--- config.mk ---
export PLATFORM = sky130hd
export DESIGN_NAME = ins_prefetch
export DESIGN_NICKNAME = d
export VERILOG_FILES = /design/src/rtl/ins_prefetch.sv
export SDC_FILE = /design/constraint.sdc
export NUM_CORES = 1
export LEC_CHECK = 0
export BUFFER_PORTS_ARGS = -buffer_cell sky130_fd_sc_hd__buf_4
export CAP_MARGIN = 25
export CORE_MARGIN = 2
export CORE_UTILIZATION = 35
export CTS_CLUSTER_DIAMETER = 200
export CTS_CLUSTER_SIZE = 25
export DETAILED_ROUTE_END_ITERATION = 10
export GPL_ROUTABILITY_DRIVEN = 0
export PLACE_DENSITY_LB_ADDON = 0.08
export SETUP_SLACK_MARGIN = 0.3
export SLEW_MARGIN = 20
export SYNTH_ARGS = -nofsm -noshare
export SYNTH_HDL_FRONTEND = slang
export SYNTH_SLANG_ARGS = --single-unit
--- constraint.sdc ---
create_clock -name sys_clk -period 9.5 [get_ports sys_clk]
set_input_delay 1.9 -clock sys_clk [delete_from_list [all_inputs] [get_ports sys_clk]]
set_output_delay 1.9 -clock sys_clk [all_outputs]
set_load 0.01 [all_outputs]
--- src/rtl/ins_prefetch.sv ---
// Instruction prefetch unit: fetches longwords from local memory and queues
// 16-bit instruction words with their byte addresses for the decoder.
module ins_prefetch #(
    parameter int QDEPTH = 4,
    parameter int AW     = 24
) (
    input  logic          sys_clk,
    input  logic          reset,
    input  logic          go,
    input  logic          pcload,
    input  logic [AW-1:0] pc_in,
    output logic          fetch_req,
    output logic [AW-3:0] fetch_addr,
    input  logic          fetch_ack,
    input  logic [31:0]   fetch_data,
    output logic          insrdy,
    output logic [15:0]   ins_out,
    output logic [AW-1:0] ins_pc,
    input  logic          romold
);

    localparam int PW = $clog2(QDEPTH);
    localparam int CW = PW + 1;

    typedef enum logic [1:0] {
        IDLE    = 2'b00,
        REQ     = 2'b01,
        DISCARD = 2'b10
    } state_t;

    state_t        state_r;
    logic          fetch_req_r;
    logic [AW-3:0] addr_r;
    logic [AW-3:0] held_r;
    logic          align_r;

    logic [15:0]   word_q_r [QDEPTH];
    logic [AW-1:0] pc_q_r   [QDEPTH];
    logic [PW-1:0] rd_ptr_r;
    logic [PW-1:0] wr_ptr_r;
    logic [CW-1:0] count_r;
    logic          insrdy_r;

    logic          accept_s;
    logic          pop_s;
    logic [1:0]    wr_n_s;
    logic [CW-1:0] count_nxt_s;
    logic          can_issue_s;
    logic          unused_s;

    assign unused_s = pc_in[0];

    // Queue write/pop decode and next occupancy
    always_comb begin
        accept_s    = 1'b0;
        wr_n_s      = 2'd0;
        pop_s       = 1'b0;
        count_nxt_s = count_r;
        can_issue_s = 1'b0;

        // Data is kept only for a live request that is not being flushed
        accept_s = (state_r == REQ) && fetch_ack && !pcload;
        if (accept_s) begin
            if (align_r) begin
                wr_n_s = 2'd1;
            end else begin
                wr_n_s = 2'd2;
            end
        end else begin
            wr_n_s = 2'd0;
        end

        pop_s = romold && insrdy_r && !pcload;

        if (pcload) begin
            count_nxt_s = {CW{1'b0}};
        end else begin
            count_nxt_s = count_r - CW'(pop_s) + CW'(wr_n_s);
        end

        // Two free slots guarantee the returning longword always fits
        can_issue_s = go && !pcload && (count_r <= CW'(QDEPTH - 2));
    end

    // Fetch FSM with registered request and address
    always_ff @(posedge sys_clk) begin
        if (reset) begin
            state_r     <= IDLE;
            fetch_req_r <= 1'b0;
            addr_r      <= {(AW-2){1'b0}};
            held_r      <= {(AW-2){1'b0}};
            align_r     <= 1'b0;
        end else begin
            case (state_r)
                IDLE: begin
                    if (pcload) begin
                        addr_r  <= pc_in[AW-1:2];
                        align_r <= pc_in[1];
                    end else if (can_issue_s) begin
                        state_r     <= REQ;
                        fetch_req_r <= 1'b1;
                    end
                end
                REQ: begin
                    if (fetch_ack) begin
                        state_r     <= IDLE;
                        fetch_req_r <= 1'b0;
                        if (pcload) begin
                            addr_r  <= pc_in[AW-1:2];
                            align_r <= pc_in[1];
                        end else begin
                            addr_r  <= addr_r + (AW-2)'(1);
                            align_r <= 1'b0;
                        end
                    end else if (pcload) begin
                        // Request must still complete at the stale address
                        state_r <= DISCARD;
                        held_r  <= pc_in[AW-1:2];
                        align_r <= pc_in[1];
                    end
                end
                DISCARD: begin
                    if (fetch_ack) begin
                        state_r     <= IDLE;
                        fetch_req_r <= 1'b0;
                        if (pcload) begin
                            addr_r  <= pc_in[AW-1:2];
                            align_r <= pc_in[1];
                        end else begin
                            addr_r  <= held_r;
                        end
                    end else if (pcload) begin
                        held_r  <= pc_in[AW-1:2];
                        align_r <= pc_in[1];
                    end
                end
                default: begin
                    state_r     <= IDLE;
                    fetch_req_r <= 1'b0;
                end
            endcase
        end
    end

    // Circular word queue with byte-address tags
    always_ff @(posedge sys_clk) begin
        if (reset) begin
            rd_ptr_r <= {PW{1'b0}};
            wr_ptr_r <= {PW{1'b0}};
            count_r  <= {CW{1'b0}};
            insrdy_r <= 1'b0;
            for (int i = 0; i < QDEPTH; i++) begin
                word_q_r[i] <= 16'h0000;
                pc_q_r[i]   <= {AW{1'b0}};
            end
        end else begin
            if (pcload) begin
                rd_ptr_r <= {PW{1'b0}};
                wr_ptr_r <= {PW{1'b0}};
            end else begin
                if (pop_s) begin
                    rd_ptr_r <= rd_ptr_r + PW'(1);
                end
                case (wr_n_s)
                    2'd2: begin
                        word_q_r[wr_ptr_r]          <= fetch_data[31:16];
                        pc_q_r[wr_ptr_r]            <= {addr_r, 2'b00};
                        word_q_r[wr_ptr_r + PW'(1)] <= fetch_data[15:0];
                        pc_q_r[wr_ptr_r + PW'(1)]   <= {addr_r, 2'b10};
                        wr_ptr_r                    <= wr_ptr_r + PW'(2);
                    end
                    2'd1: begin
                        word_q_r[wr_ptr_r] <= fetch_data[15:0];
                        pc_q_r[wr_ptr_r]   <= {addr_r, 2'b10};
                        wr_ptr_r           <= wr_ptr_r + PW'(1);
                    end
                    default: begin
                        wr_ptr_r <= wr_ptr_r;
                    end
                endcase
            end
            count_r  <= count_nxt_s;
            insrdy_r <= (count_nxt_s != {CW{1'b0}});
        end
    end

    assign fetch_req  = fetch_req_r;
    assign fetch_addr = addr_r;
    assign insrdy     = insrdy_r;
    assign ins_out    = word_q_r[rd_ptr_r];
    assign ins_pc     = pc_q_r[rd_ptr_r];

endmodule
Word level (Yosys, flattened, before mapping):

Memories as Yosys holds them, arrays and structs flattened. A register that Yosys moved wholly into a read port is not among the register bits.
Index checks and enable logic that the tools add are counted.

* flip-flop bits (word level): 56
* memory bits (writable): 156
* input port bits: 62
* output and inout bits: 64
* word-level logic and storage cells: 107
* memories kept: 2

Memories
* pc_q_r: words 4, width 23, read ports 1, clocked after Yosys merged registers in 1, write ports 4, RTL line 38 `logic [AW-1:0] pc_q_r [QDEPTH];`
* word_q_r: words 4, width 16, read ports 1, clocked after Yosys merged registers in 1, write ports 4, RTL line 37 `logic [15:0] word_q_r [QDEPTH];`

* add/sub/neg operators: 6
* order comparisons: 1
* equality and inequality tests: 11
* mux-type cells: 52
* bitwise gates (word level): 3
* reductions and logical operators: 23

Operators by type and width (count)
* $mux 22: 5
* $mux 23: 3
* $pmux 22 s3: 1
* $mux 16: 3
* $reduce_or 23->1: 2
* $reduce_or 16->1: 2
* $mux 2: 15
* $add 22x1->22 const B: 1
* $mux 1: 20
* $ne 2x2->1 const B: 5
* $reduce_and 4->1: 2
* $logic_and 1x1->1: 6
* $pmux 2 s3: 1
* $reduce_bool 3->1: 2
* $reduce_or 2->1: 3
* $add 2x1->2 const B: 2
* $eq 2x1->1 const B: 2
* $eq 2x2->1 const B: 2
* $pmux 1 s2: 2
* $pmux 2 s2: 1
* $reduce_bool 2->1: 2
* $add 3x2->3: 1
* $le 3x2->1 const B: 1
* $mux 3: 1
* other kinds (10): 11

Logic depth before layout (Yosys ltp):

Gate-level depths: netlist (run 1).

* depth after elaboration: 12
* mapped depth: 16
* gate-level depth less buffers: 14

Worst setup path after synthesis (run 1):

No wires, ideal clock.

* kind: input-to-reg
* start point: input port pcload
* end point: memory pc_q_r[3][10] in the netlist's numbering (enable)
* library setup time: 0.486 ns
* data arrival time: 5.024 ns
* setup slack: 3.990 ns
* cell stages on the path: 4
* buffers on the path: 1
* cells stage by stage: nor2b_1 -> buf_4 -> nand2_1 -> o21ai_0

RTL lines
* start, declared: RTL line 10 `input logic pcload,`
* end, declared: RTL line 38

Worst setup path after layout (run 1):

* start point: input port pcload
* end point: register insrdy_r (netlist: insrdy)

* cells in the longest elaborated chain, start to end: 6

RTL lines
* $logic_not 1->1: RTL line 62, 73
* $logic_and 1x1->1, on equally long branches: RTL line 73, 62
* $sub 3x1->3 or $mux 2 (tied branches): RTL line 78, 63
* $add 3x2->3: RTL line 78 `count_nxt_s = count_r - CW'(pop_s) + CW'(wr_n_s);`
* $mux 3 (*): RTL line 75 `if (pcload) begin`
* $reduce_bool 3->1 (*): RTL line 183 `insrdy_r <= (count_nxt_s != {CW{1'b0}});`
* end signal, assigned: RTL line 183
* end, declared: RTL line 42 `logic insrdy_r;`

Mark *: on every way between the ends. The rest lies on a longest branch, timed or not.
A chain may end at the register's enable or synchronous reset.

==> results of run 1 <==
[state kept, by name, summed over array words and instances, names as in the netlist, named ones only]
| name | flops |
|---|---|
| align_r | 1 |
| count_r | 3 |
| fetch_addr | 22 |
| fetch_req | 1 |
| held_r | 22 |
| insrdy | 1 |
| pc_q_r | 92 |
| rd_ptr_r | 2 |
| state_r | 2 |
| word_q_r | 64 |
| wr_ptr_r | 2 |
[cell usage after synthesis, types with 13 or more instances]
library cell    n
edfxtp_1      152
and2_1         81
a22o_1         77
nand2_1        73
dfxtp_1        62
a21oi_1        43
mux4_2         39
nor2_1         34
clkbuf_1       29
o21ai_0        29
buf_2          23
nand3_1        20
nor3_1         18
inv_1          17
ha_1           13
[tightest hold or removal path, cell delays in order, from the launching register on]
cell,delay (ns)
dfxtp_1,0.33
nand2_1,0.05
a21oi_1,0.05
[per-stage QoR]
step	cell area [µm²]	worst slack, ns	util [%]	cells
6_report	12200	4.73	41.1	1354
3_5_place_dp	11900	4.21	39.9	1334
3_3_place_gp	11900	4.22	39.8	1333
2_1_floorplan	10600	3.99	-	876
4_1_cts	12200	4.69	41.1	1354
5_1_grt	12200	4.57	41.1	1354
[cell type report]
class / count / area, µm²
fill: 2911 / 17600
clock buffer: 19 / 348
timing repair buffer: 137 / 1030
multi-input combinational: 576 / 4490
inverter: 17 / 63.8
tap: 390 / 488
clock inverter: 1 / 11.3
sequential: 214 / 5810
[metal layers]
metal	wire, µm	up-vias
met5	0	-
met4	454	0
met3	1280	28
met2	13900	188
met1	13800	3666
li1	-	3500
[power by group through the flow]
stage / clock network [W] / logic (W) / registers (W)
6_report: 0.000567 / 0.000329 / 0.00113
5_1_grt: 0.000612 / 0.000362 / 0.00114
4_1_cts: 0.000584 / 0.000334 / 0.00113
3_5_place_dp: 0 / 0.000333 / 0.00115
3_3_place_gp: 0 / 0.000332 / 0.00115
2_1_floorplan: 0 / 0.000204 / 0.00111
[worst min path at each step]
stage,endpoint,cells after the start
after floorplan,held_r[10]$_SDFFE_PP0P_,2
after global placement,held_r[10]$_SDFFE_PP0P_,2
after detailed placement,held_r[13]$_SDFFE_PP0P_,2
after CTS,held_r[13]$_SDFFE_PP0P_,2
after global routing,held_r[1]$_SDFFE_PP0P_,2
final,held_r[3]$_SDFFE_PP0P_,2
[cells by family (layout without fill, tap and decap cells)]
family / count (synthesis) / after routing / synth area share [%]
flip-flops: 214 / 214 / 54.5
adder cells (fa/ha/maj): 14 / 14 / 1.72
buffers and inverters: 86 / 174 / 3.71
XOR/XNOR: 13 / 13 / 1.07
multiplexers: 48 / 48 / 9.19
AND/OR/NAND/NOR: 279 / 279 / 14.4
AO/OA/AOI/OAI: 221 / 221 / 15.3
other: 1 / 1 / 0.0352
==> impl_metrics.yaml, run 1 <==
placed_design:
  dp_hpwl_um: 18000
  port_buffers: 123
timing:
  tightest_slew_ns: 1.03
  slew_headroom_pct: 31.4
  whs_ns: 0.460
  finalSetupViolations: 0
  finClkSkew_ns: 0.0289
  slew_viol_final: 0
  period_share_pct: 50.2
  finalHoldViolations: 0
  timing.fmax_mhz: 210
  tns_ns: 0
  fin_crit_ns: 4.77
  rsz0062_at_grt: "false"
synth:
  synth_edf_count: 152
  ys_seq_area_share_pct: 54.5
  syn_inst: 876
  syn_nets: 952
  synth_area_leader_cell: "edfxtp_1"
  synth_top_area_share_pct: 42.9
  ys_seq_elements: 214
  synth-async-reset-ratio_pct: 0
  synth.area.top_cells: "edfxtp_1 43%, dfxtp_1 12%, mux4_2 8.3%"
  ys_types: 71
  synth_flop_cell: "edfxtp_1"
  yosysWarnings: 0
  avgSynthCellArea_um2: 12.2
  syn_area_um2: 10600
power:
  power_density_nw_per_um2: 165
  pwr-share-comb_pct: 16.3
  power.switching_w: 0.000570
  p_sw_share_pct: 28.2
  power_frac_seq_pct: 55.7
  p_clk_share_pct: 28.0
  intPower_w: 0.00145
  p_total_w: 0.00202
  ir_worst_vdd_uv: 97.3
  leakage_nw: 4.39
die:
  io_pins: 126
  core_um2: 29800
  die_h_um: 178
  die_x_um: 178
  num_rows: 63
  start_util_pct: 35.7
  die-area_um2: 31800
global_route:
  busiest_layer: "met2"
  grt_pass1_wl_um: 44900
  use_met3_pct: 1.90
  use_met1_pct: 26.8
  grt_use_total_pct: 18.5
  grt_pass1_vias: 7381
  grt_overflow: 0
  grt_max_degree: 46
  met2_usage_pct: 30.1
  antenna_found_initial: 0
cts:
  clk_latency_ns: 0.48
  root_buffer: "clkbuf_16"
  hold_buffers: 0
  cts.clk_slew.worst_paths_ns: 0.11
  cts_inserted_buffers: 12
  cts_tree: "done"
  cts_resized: 0
  clock_sinks: 214
  max-clock-path-buffers: 3
  cts_max_level: 1
  cts_setup_buffers: 0
worst_setup_path:
  rr_endpoint: "insrdy$_SDFF_PP0_"
  required_ns: 9.84
  timing.rr.start: "state_r[1]$_SDFFE_PP0P_"
  worstPathArrival_ns: 5.11
  worst_path_max_delay_cell: "nor2b_1"
  r2r_slack_ns: 5.50
  crit_cells: 13
  r2r_cells: 14
  crit_fanout: 41
  cpLargestDelayFamily: "simple AND/OR/NAND/NOR gates"
  start_kind: "input port"
  critical_path.startpoint: "pcload"
  critical_path.max_stage_delay_ns: 0.64
  crit_chain: "buf_4, nor2b_1, and2_1, nand2_1, ha_1, inv_1, ha_1, inv_1, fa_1, xnor2_1, xnor2_1, nor2_1, or3_1"
  end_kind: "flop"
  critPathBufInv: 3
  crit_path_end: "insrdy$_SDFF_PP0_"
  worstSetupPathType: "in -> reg"
run:
  maxCapViolCount: 0
worst_hold_path:
  min_path_type: "reg -> reg"
  holdCritStartpoint: "held_r[3]$_SDFFE_PP0P_"
cells_and_area:
  area_growth_pct: 14.9
  layout-drive-gt1-share_pct: 24.2
  antenna_cells: 0
  layout_common_cells: "152 x edfxtp_1, 137 x buf_4, 81 x and2_1"
  fin_nets: 1034
  final_common_cell: "edfxtp_1"
route:
  vias: 7382
  viasPerCell: 5.45
  routed_wl_um: 29400
  drtIter0Drc: 519
  dr.pass1.iters: 4
  antenna_left: 0
  drc: 0
  routedWlPerCell_um: 21.7
run_status:
  status: "finished clean"
No activity file was read; power rests on OpenSTA's default activity.
==> run 2: changes to the inputs <==
Settings changed: ABC_AREA from default to 1.
Clock period 9.5 ns to 4.93 ns, I/O delays scaled along.
==> run 2 against run 1 <==
Net effect:
- core utilization fell by 0.82 points
- clock skew fell by 0.0048 ns
- critical path depth fell by 1
- via count rose by 23%
- sequential share of layout area fell by 0.17 points
- largest cell class unchanged
- routed wire length rose by 9.9%
- highest routed layer unchanged
- synthesized cell count rose by 45%
- register-to-register slack got worse by 4.2 ns
- count of clock-buffer cells in the layout did not move
- combinational power rose to 5.0 times the previous value
- global-route usage rose by 0.96 points
- total power rose to 2.6 times the previous value
==> impl_metrics.yaml, run 2 <==
global_route:
  grt_max_degree: 79
  grt_overflow: 0
  antenna_found_initial: 0
  grt_pass1_wl_um: 50200
  grt_use_total_pct: 19.5
  grt_pass1_vias: 8736
synth:
  yosysWarnings: 0
  ys_types: 41
  yosys.cell_count.top_type: "nor2_1"
  synthTopCellsByCount: "266 x nor2_1, 217 x nand2_1, 152 x edfxtp_1"
  synth_flop_cell: "edfxtp_1"
  syn_nets: 1342
  syn_inst: 1266
  synth_edf_count: 152
  ys_seq_elements: 214
  syn_area_um2: 10800
  synth_top_area_share_pct: 42.2
  avgSynthCellArea_um2: 8.55
  synth-async-reset-ratio_pct: 0
  synth_area_leader_cell: "edfxtp_1"
  synth.area.top_cells: "edfxtp_1 42%, dfxtp_1 11%, nor2_1 9.2%"
  ys_seq_area_share_pct: 53.6
cts:
  cts_setup_buffers: 0
  cts_max_level: 1
  cts.clk_slew.worst_paths_ns: 0.12
  max-clock-path-buffers: 3
  cts_tree: "done"
  hold_buffers: 0
  root_buffer: "clkbuf_16"
  cts_inserted_buffers: 12
  cts_resized: 0
  clk_latency_ns: 0.49
  clock_sinks: 214
cells_and_area:
  largest_reg_flops: 92
  area_growth_pct: 13.4
  multi_input_area_um2: 4250
  layout_common_cells: "266 x nor2_1, 213 x nand2_1, 152 x edfxtp_1"
  fillerInstances: 3128
  final_common_cell: "nor2_1"
  largest_register: "pc_q_r"
  fin_nets: 1419
  final_core_util_pct: 40.2
  largestRegisters: "pc_q_r x92, word_q_r x64"
  seqCellArea_um2: 5810
  layout-drive-gt1-share_pct: 14.1
  antenna_cells: 0
route:
  routedWlPerCell_um: 18.5
  vias: 9098
  drtIter0Drc: 815
  viasPerCell: 5.21
  dr.max_layer_used: "met4"
  dr_wl_met3_um: 1590
  drc: 0
  wl_met2_um: 14600
  dr.pass1.iters: 5
  antenna_left: 0
  wl_met1_um: 15700
  routed_wl_um: 32300
worst_setup_path:
  critical_path.startpoint: "state_r[1]$_SDFFE_PP0P_"
  cpLargestDelayFamily: "buffers and inverters"
  timing.rr.start: "state_r[1]$_SDFFE_PP0P_"
  end_kind: "flop"
  start_kind: "flop"
  worstSetupPathType: "reg -> reg"
  worstPathArrival_ns: 3.78
  required_ns: 5.04
  crit_chain: "inv_1, ha_1, buf_4, nand3_2, nor2_2, nand2_1, inv_2, nand2_2, nand2_1, inv_2, nand2_2, buf_4"
  crit_fanout: 38
  worst_path_max_delay_cell: "buf_4"
  critical_path.max_stage_delay_ns: 0.54
  critPathBufInv: 5
die:
  die_h_um: 180
  core_um2: 30500
  start_util_pct: 35.5
  io_pins: 126
  num_rows: 64
  die_x_um: 180
  die-area_um2: 32300
power:
  ir_worst_vdd_uv: 470
  leakage_nw: 4.87
  power_density_nw_per_um2: 420
timing:
  tightest_slew_ns: 0.864
  finalHoldViolations: 0
  fin_crit_ns: 3.67
  slew_headroom_pct: 42.4
  finClkSkew_ns: 0.0241
  slew_viol_final: 0
  timing.fmax_mhz: 273
  rsz0062_at_grt: "false"
  tns_ns: 0
  period_share_pct: 74.4
  finalSetupViolations: 0
placed_design:
  dp_hpwl_um: 19700
  port_buffers: 123
run_status:
  status: "finished clean"
worst_hold_path:
  min_path_type: "reg -> reg"
  holdCritStartpoint: "fetch_req$_SDFFE_PP0P_"
run:
  maxCapViolCount: 0
run 2: cell families after synthesis:
family / count (synthesis) / share of synthesized area [%]
compound gates: 331 / 17.0
simple gates: 540 / 20.1
other cells: 1 / 0.0346
xor+xnor: 5 / 0.405
fa+ha+maj: 14 / 1.69
buf+inv: 161 / 7.19
flops: 214 / 53.6
run 2: tightest hold or removal path, delay by kind of cell, from the launching register on:
family / cells / cell delay (ns)
flops: 1 / 0.33
simple gates: 2 / 0.15
run 2: stage by stage:
step	power [W]	worst slack, ns	std cells	instance area [µm²]	hold slack, ns
floorplan	0.00347	1.78	1266	10800	0.447
global placement	0.00406	0.887	1725	11900	0.465
detailed placement	0.00408	0.842	1725	11900	0.471
CTS	0.00519	1.22	1745	12300	0.500
global route	0.00548	1.01	1745	12300	0.518
finish	0.00516	1.26	1745	12300	0.507
run 2: cell type report:
| type | count | area share [%] |
|---|---|---|
| multi-input combinational | 891 | 34.6 |
| sequential | 214 | 47.3 |
| timing repair buffer | 139 | 8.50 |
| inverter | 85 | 2.60 |
| clock buffer | 19 | 2.83 |
| tap | 396 | 4.04 |
| clock inverter | 1 | 0.132 |
run 2: worst paths after layout:
| path | to | slack, ns | depth (start not counted) |
|---|---|---|---|
| worst max-delay path | word_q_r[1][2]$_DFFE_PP_ | 1.26 | 12 |
| worst min-delay path | fetch_req$_SDFFE_PP0P_ | 0.51 | 2 |
| worst max register to register | word_q_r[1][2]$_DFFE_PP_ | 1.26 | 12 |
| worst min register to register | fetch_req$_SDFFE_PP0P_ | 0.51 | 2 |
run 2: power breakdown:
group | switching (W) | leakage [nW] | total [W] | internal, W
clock | 0.000624 | 0.174 | 0.00112 | 0.000500
sequential | 0.000241 | 2.08 | 0.00240 | 0.00216
combinational | 0.00108 | 2.62 | 0.00164 | 0.000559
total | 0.00194 | 4.87 | 0.00516 | 0.00322
run 2: per-layer routing:
metal	track usage [%]	vias to the layer above
li1	-	4471
met1	28.6	4369
met2	30.7	232
met3	2.51	26
met4	4.23	0
met5	0	-
